**src/rtl/dmem_arb_pkg.sv**
```systemverilog
// Shared types and helpers for the data-memory port arbiter.
//   owner_t   : which requester owns the read response due next cycle
//   mem_req_t : one memory request (we/addr/wdata), fields sized for up to 32-bit ports
//   ALIGN_MASK: byte-address bits that must be zero for a word access
package dmem_arb_pkg;

    typedef enum logic [1:0] {
        OWN_NONE = 2'd0,
        OWN_CPU  = 2'd1,
        OWN_DBG  = 2'd2
    } owner_t;

    typedef struct packed {
        logic        we;
        logic [31:0] addr;
        logic [31:0] wdata;
    } mem_req_t;

    localparam logic [1:0] ALIGN_MASK = 2'b11;

    function automatic logic is_aligned(input logic [1:0] addr_lsb);
        return (addr_lsb & ALIGN_MASK) == 2'b00;
    endfunction

endpackage

```
**src/rtl/dmem_arb_grant.sv**
```systemverilog
// Grant logic for the two data-memory requesters.
// Default build: CPU priority; DBG gets a forced grant after losing DBG_WAIT_MAX
// consecutive cycles. With DMEM_ARB_RR_EN defined, conflicts alternate between ports
// instead and no wait counter exists.
// Ports:
//   clk_i, rst_i          clock, synchronous active-high reset
//   cpu_req_i, dbg_req_i  requests
//   cpu_gnt_o, dbg_gnt_o  one-hot (or zero) grant for the current cycle
module dmem_arb_grant #(
    parameter int unsigned DBG_WAIT_MAX = 8
) (
    input  logic clk_i,
    input  logic rst_i,
    input  logic cpu_req_i,
    input  logic dbg_req_i,
    output logic cpu_gnt_o,
    output logic dbg_gnt_o
);

`ifdef DMEM_ARB_RR_EN

    // 1: DBG wins the next conflict; flips on every conflict.
    logic prio_dbg_q, prio_dbg_d;
    logic conflict;

    always_comb begin
        conflict   = cpu_req_i & dbg_req_i;
        prio_dbg_d = prio_dbg_q;
        cpu_gnt_o  = 1'b0;
        dbg_gnt_o  = 1'b0;
        if (!rst_i) begin
            if (conflict) begin
                dbg_gnt_o  = prio_dbg_q;
                cpu_gnt_o  = ~prio_dbg_q;
                prio_dbg_d = ~prio_dbg_q;
            end else begin
                cpu_gnt_o = cpu_req_i;
                dbg_gnt_o = dbg_req_i;
            end
        end
    end

    always_ff @(posedge clk_i) begin
        if (rst_i) begin
            prio_dbg_q <= 1'b0;
        end else begin
            prio_dbg_q <= prio_dbg_d;
        end
    end

`else

    localparam int unsigned CntW = $clog2(DBG_WAIT_MAX + 1);
    localparam logic [CntW-1:0] CntMax = CntW'(DBG_WAIT_MAX);

    logic [CntW-1:0] wait_cnt_q, wait_cnt_d;
    logic            dbg_force;

    always_comb begin
        dbg_force  = dbg_req_i & (wait_cnt_q == CntMax);
        cpu_gnt_o  = 1'b0;
        dbg_gnt_o  = 1'b0;
        if (!rst_i) begin
            dbg_gnt_o = dbg_req_i & (~cpu_req_i | dbg_force);
            cpu_gnt_o = cpu_req_i & ~dbg_gnt_o;
        end
        // Counts consecutive lost cycles; any grant or dropped request restarts aging.
        if (!dbg_req_i || dbg_gnt_o) begin
            wait_cnt_d = '0;
        end else if (wait_cnt_q != CntMax) begin
            wait_cnt_d = wait_cnt_q + 1'b1;
        end else begin
            wait_cnt_d = wait_cnt_q;
        end
    end

    always_ff @(posedge clk_i) begin
        if (rst_i) begin
            wait_cnt_q <= '0;
        end else begin
            wait_cnt_q <= wait_cnt_d;
        end
    end

`endif

endmodule

```
**src/rtl/dmem_port_arbiter.sv**
```systemverilog
// Shares the single-port data memory between the pipeline MEM stage (CPU) and the
// debug/preload port (DBG). One access per cycle, 1-cycle read latency routed back to
// the owner, CPU stalled whenever its request is not granted.
// Config macro: DMEM_ARB_RR_EN selects round-robin arbitration instead of CPU priority
// with DBG aging.
// Ports:
//   clk_i, rst_i                      clock, synchronous active-high reset
//   cpu_req_i/we_i/addr_i/wdata_i     MEM stage request
//   cpu_stall_o/rdata_o/rvalid_o      stall and load response
//   dbg_req_i/we_i/addr_i/wdata_i     debug request (held until dbg_gnt_o)
//   dbg_gnt_o/rdata_o/rvalid_o        debug accept and read response
//   misalign_err_o                    granted access had addr[1:0] != 0
//   mem_en_o/we_o/addr_o/wdata_o      memory drive
//   mem_rdata_i                       memory read data, one cycle after a read strobe
module dmem_port_arbiter
    import dmem_arb_pkg::*;
#(
    parameter int unsigned DATA_W       = 32,
    parameter int unsigned ADDR_W       = 32,
    parameter int unsigned DBG_WAIT_MAX = 8
) (
    input  logic              clk_i,
    input  logic              rst_i,
    input  logic              cpu_req_i,
    input  logic              cpu_we_i,
    input  logic [ADDR_W-1:0] cpu_addr_i,
    input  logic [DATA_W-1:0] cpu_wdata_i,
    output logic              cpu_stall_o,
    output logic [DATA_W-1:0] cpu_rdata_o,
    output logic              cpu_rvalid_o,
    input  logic              dbg_req_i,
    input  logic              dbg_we_i,
    input  logic [ADDR_W-1:0] dbg_addr_i,
    input  logic [DATA_W-1:0] dbg_wdata_i,
    output logic              dbg_gnt_o,
    output logic [DATA_W-1:0] dbg_rdata_o,
    output logic              dbg_rvalid_o,
    output logic              misalign_err_o,
    output logic              mem_en_o,
    output logic              mem_we_o,
    output logic [ADDR_W-1:0] mem_addr_o,
    output logic [DATA_W-1:0] mem_wdata_o,
    input  logic [DATA_W-1:0] mem_rdata_i
);

    logic     cpu_gnt, dbg_gnt, gnt_any, aligned;
    mem_req_t cpu_s, dbg_s, gnt_s;
    owner_t   rsp_owner_q, rsp_owner_d;
    logic     rsp_zero_q, rsp_zero_d;

    dmem_arb_grant #(
        .DBG_WAIT_MAX (DBG_WAIT_MAX)
    ) u_grant (
        .clk_i     (clk_i),
        .rst_i     (rst_i),
        .cpu_req_i (cpu_req_i),
        .dbg_req_i (dbg_req_i),
        .cpu_gnt_o (cpu_gnt),
        .dbg_gnt_o (dbg_gnt)
    );

    // Request mux and memory drive.
    always_comb begin
        cpu_s.we       = cpu_we_i;
        cpu_s.addr     = 32'(cpu_addr_i);
        cpu_s.wdata    = 32'(cpu_wdata_i);
        dbg_s.we       = dbg_we_i;
        dbg_s.addr     = 32'(dbg_addr_i);
        dbg_s.wdata    = 32'(dbg_wdata_i);
        gnt_any        = cpu_gnt | dbg_gnt;
        gnt_s          = dbg_gnt ? dbg_s : cpu_s;
        aligned        = is_aligned(gnt_s.addr[1:0]);
        mem_en_o       = gnt_any & aligned;
        mem_we_o       = gnt_any & gnt_s.we;
        mem_addr_o     = gnt_any ? ADDR_W'(gnt_s.addr) : '0;
        mem_wdata_o    = gnt_any ? DATA_W'(gnt_s.wdata) : '0;
        misalign_err_o = gnt_any & ~aligned;
        cpu_stall_o    = ~rst_i & cpu_req_i & ~cpu_gnt;
        dbg_gnt_o      = dbg_gnt;
    end

    // Response FSM next state: owner of this cycle's granted read, if any.
    always_comb begin
        rsp_owner_d = OWN_NONE;
        rsp_zero_d  = ~aligned;
        if (dbg_gnt && !dbg_we_i) begin
            rsp_owner_d = OWN_DBG;
        end else if (cpu_gnt && !cpu_we_i) begin
            rsp_owner_d = OWN_CPU;
        end
    end

    always_ff @(posedge clk_i) begin
        if (rst_i) begin
            rsp_owner_q <= OWN_NONE;
            rsp_zero_q  <= 1'b0;
        end else begin
            rsp_owner_q <= rsp_owner_d;
            rsp_zero_q  <= rsp_zero_d;
        end
    end

    // Reset also masks a response already in flight so nothing escapes the reset cycle.
    always_comb begin
        cpu_rvalid_o = ~rst_i & (rsp_owner_q == OWN_CPU);
        dbg_rvalid_o = ~rst_i & (rsp_owner_q == OWN_DBG);
        cpu_rdata_o  = (cpu_rvalid_o && !rsp_zero_q) ? mem_rdata_i : '0;
        dbg_rdata_o  = (dbg_rvalid_o && !rsp_zero_q) ? mem_rdata_i : '0;
    end

endmodule

```
**config.mk**
```make
export PLATFORM = sky130hd
export DESIGN_NAME = dmem_port_arbiter
export DESIGN_NICKNAME = d
export VERILOG_FILES = /design/src/rtl/dmem_arb_pkg.sv /design/src/rtl/dmem_arb_grant.sv /design/src/rtl/dmem_port_arbiter.sv
export SDC_FILE = /design/constraint.sdc
export NUM_CORES = 1
export LEC_CHECK = 0
export ABC_AREA = 1
export ABC_CLOCK_PERIOD_IN_PS = 1830
export BUFFER_PORTS_ARGS = -buffer_cell sky130_fd_sc_hd__buf_2
export CAP_MARGIN = 15
export CORE_AREA = 2 2 116 118
export CTS_BUF_LIST = sky130_fd_sc_hd__clkbuf_2 sky130_fd_sc_hd__clkbuf_4 sky130_fd_sc_hd__clkbuf_8
export DETAILED_ROUTE_END_ITERATION = 8
export DIE_AREA = 0 0 118 120
export PLACE_DENSITY = 0.51
export SYNTH_ARGS = -nofsm -noshare
export SYNTH_HDL_FRONTEND = slang
export SYNTH_SLANG_ARGS = --single-unit
```
**constraint.sdc**
```tcl
create_clock -name clk_i -period 1.83 [get_ports clk_i]
set_input_delay 0 -clock clk_i [delete_from_list [all_inputs] [get_ports clk_i]]
set_output_delay 0 -clock clk_i [all_outputs]
set_load 0.01 [all_outputs]
```
==> qor.yml <==
status:
  status: "finished, final reports clean"
global_routing:
  antenna_found_initial: 0
  grt_pass1_vias: 3043
  grt_pass1_wl_um: 14600
  grt_overflow_total: 0
  grt_max_degree: 64
  grtUsageTotal_pct: 12.5
place:
  gp_congestion: 0.820
  portBuffers: 300
  dp_hpwl_um: 7810
  place_area_um2: 3430
power:
  ir_worst_vdd_mv: 0.183
  power_density_nw_per_um2: 288
  share_comb_of_total_power_pct: 62.7
  p_seq_share_pct: 14.9
  p_sw_share_pct: 39.5
  p_sw_mw: 0.425
  clockPowerShare_pct: 22.4
  p_int_mw: 0.652
  p_leak_nw: 2.39
  power_mw: 1.08
timing:
  worstMarginPinSlew_ns: 0.334
  holdWs_ns: 0.0399
  hold_violations: 0
  setup_violations: 0
  finalCriticalPeriod_ns: 1.73
  slew_headroom_pct: 77.7
  fmax_mhz: 577
  finalMaxSlewViolations: 0
  fin_crit_sh_pct: 94.8
  finClkSkew_ns: 0.00353
synth:
  synth-seq-area-share_pct: 7.98
  yosysTopAreaCellShare_pct: 41.7
  synth_nets: 537
  yosysTopAreaCell: "nor2_1"
  syn_area_um2: 1760
  ys.flop_type: "dfxtp_1"
  synth.distinct_cells: 28
  synthTopCellsByArea: "nor2_1 (42%), o21ai_1 (10%), inv_1 (9.4%)"
  synth_cells: 369
  yosysMostFrequentCell: "nor2_1"
  avgSynthCellArea_um2: 4.76
  synth_top_cells_by_count: "nor2_1 (195), inv_1 (44), o21ai_1 (35)"
  yosys_warnings: 0
  synth-seq-cells: 7
  async_reset_ff_share_pct: 0
  synth_edf_count: 0
critical_path:
  crit_arrival_ns: 1.73
  max_stage_delay_ns: 0.35
  worstPathMaxFanout: 20
  cp-start-kind: "flop"
  cpMaxStageDelayCell: "dfxtp_2"
  crit_type: "flop to output pin"
  path_cells: "inv_2 > ha_4 > nand3_4 > nand2_4 > nand2_8 > buf_12 > buf_16 > o21ai_1 > nor2_1 > buf_2"
  required_ns: 1.83
  rrSetupSlack_ns: 0.46
  end_kind: "output pin"
routing:
  drtPass1Iterations: 4
  routed_via_density: 3.89
  drtIter0Drc: 99
  ant_nets: 0
  finalWirelength_um: 9660
  wire_per_inst_um: 11.4
  dr_total_vias: 3287
  drc: 0
die:
  io_pins: 301
  rows: 42
  coreArea_um2: 13000
  die_x_um: 118
  die_h_um: 120
  start_util_pct: 13.5
  dieArea_um2: 14200
layout:
  syn_to_final_growth_pct: 112
  final_util_pct: 28.8
  drive_gt1_share_pct: 51.3
  fillCellCount: 1522
  final_net_count: 837
  antennaDiodeCount: 0
  fin_area_um2: 3730
hold_path:
  hp-class: "input pin to flop"
clocking:
  clockBufferDepth: 2
  cts_sinks: 7
  cts.clk_slew.worst_paths_ns: 0.05
  cts_buffers: 3
  cts_htree_levels: 1
  cts_tree: "built"
  root_buffer: "clkbuf_8"
  insertion_delay_ns: 0.23
run:
  max-cap-violations: 0
[state kept, by name, summed over array words and instances, names as in the netlist]
signal              flops
u_grant.wait_cnt_q      4
rsp_owner_q             2
rsp_zero_q              1
[layout by cell type, fill, tap and decap left out, types with 2 or more instances in the layout]
cell       count
a21oi_1        2
buf_12         7
buf_16         2
buf_2        300
buf_4          7
clkbuf_16      2
clkbuf_8       3
dfxtp_1        5
dfxtp_2        2
inv_1         42
inv_2          4
nand2_1        9
nand2_2        2
nand3_1        5
nor2_1       195
o21ai_0       15
o21ai_1       44
o21ai_2        3
[logic make-up after synthesis]
kind of cell | share of synthesized area (%)
simple gates | 49.6
buf+inv | 20.1
compound gates | 19.9
flops | 7.98
xor+xnor | 0.997
fa+ha+maj | 1.42
[worst paths after layout]
kind                                        end                               start  cells past startpoint
min                   rsp_owner_q[1]$_SDFF_PP0_                            dbg_we_i                      3
min reg2reg  u_grant.wait_cnt_q[0]$_SDFFE_PP0P_  u_grant.wait_cnt_q[0]$_SDFFE_PP0P_                      2
max                             mem_wdata_o[20]  u_grant.wait_cnt_q[1]$_SDFFE_PP0P_                     10
max reg2reg               rsp_zero_q$_SDFF_PP0_  u_grant.wait_cnt_q[1]$_SDFFE_PP0P_                      9
[timing repair]
item | CTS | global route
gates resized for setup | 5 | 30
pin swaps | 1 | 6
endpoints found under the setup margin | 35 | 55
setup buffers | 2 | 6
hold buffers | 1 | 0
cloned | 1 | 2
hold endpoints to repair | 1 | 0
[per-stage QoR]
stage / setup TNS, ns / cells / worst slack [ns]
after floorplan: 0 / 369 / 0.496
after global routing: -0.0101 / 844 / -0.00888
after global placement: 0 / 828 / 0.185
after detailed placement: 0 / 828 / 0.166
final: 0 / 844 / 0.0956
after CTS: 0 / 836 / 0.0135
[power groups by stage]
stage | registers, mW | clock network (mW) | logic, mW
after floorplan | 0.162 | 0 | 0.300
after global placement | 0.163 | 0 | 0.628
after detailed placement | 0.163 | 0 | 0.629
after CTS | 0.160 | 0.258 | 0.650
after global routing | 0.160 | 0.266 | 0.754
final | 0.160 | 0.241 | 0.676
[worst max-delay path, delay by kind of cell, from the launching register on]
family / cells / cell delay, ns
flops: 1 / 0.35
simple gates: 4 / 0.46
fa+ha+maj: 1 / 0.16
compound gates: 1 / 0.06
buf+inv: 4 / 0.47
[layer usage]
| metal | up-vias | global-route usage, % | part of all wire [%] |
|---|---|---|---|
| li1 | 1715 | - | - |
| met1 | 1377 | 14.2 | 41 |
| met2 | 185 | 23.8 | 50 |
| met3 | 10 | 2.33 | 8.0 |
| met4 | 0 | 3.09 | 1.4 |
| met5 | - | 0 | 0 |
[cell type report]
type / instances / area [um2] / share of cell area, %
well taps: 176 / 220 / 5.90
inverters: 47 / 184 / 4.93
repair buffers: 320 / 1820 / 48.9
multi-input cells: 290 / 1310 / 35.2
clock buffers: 4 / 48.8 / 1.31
flip-flops and latches: 7 / 143 / 3.82
No activity file was read; power rests on OpenSTA's default activity.
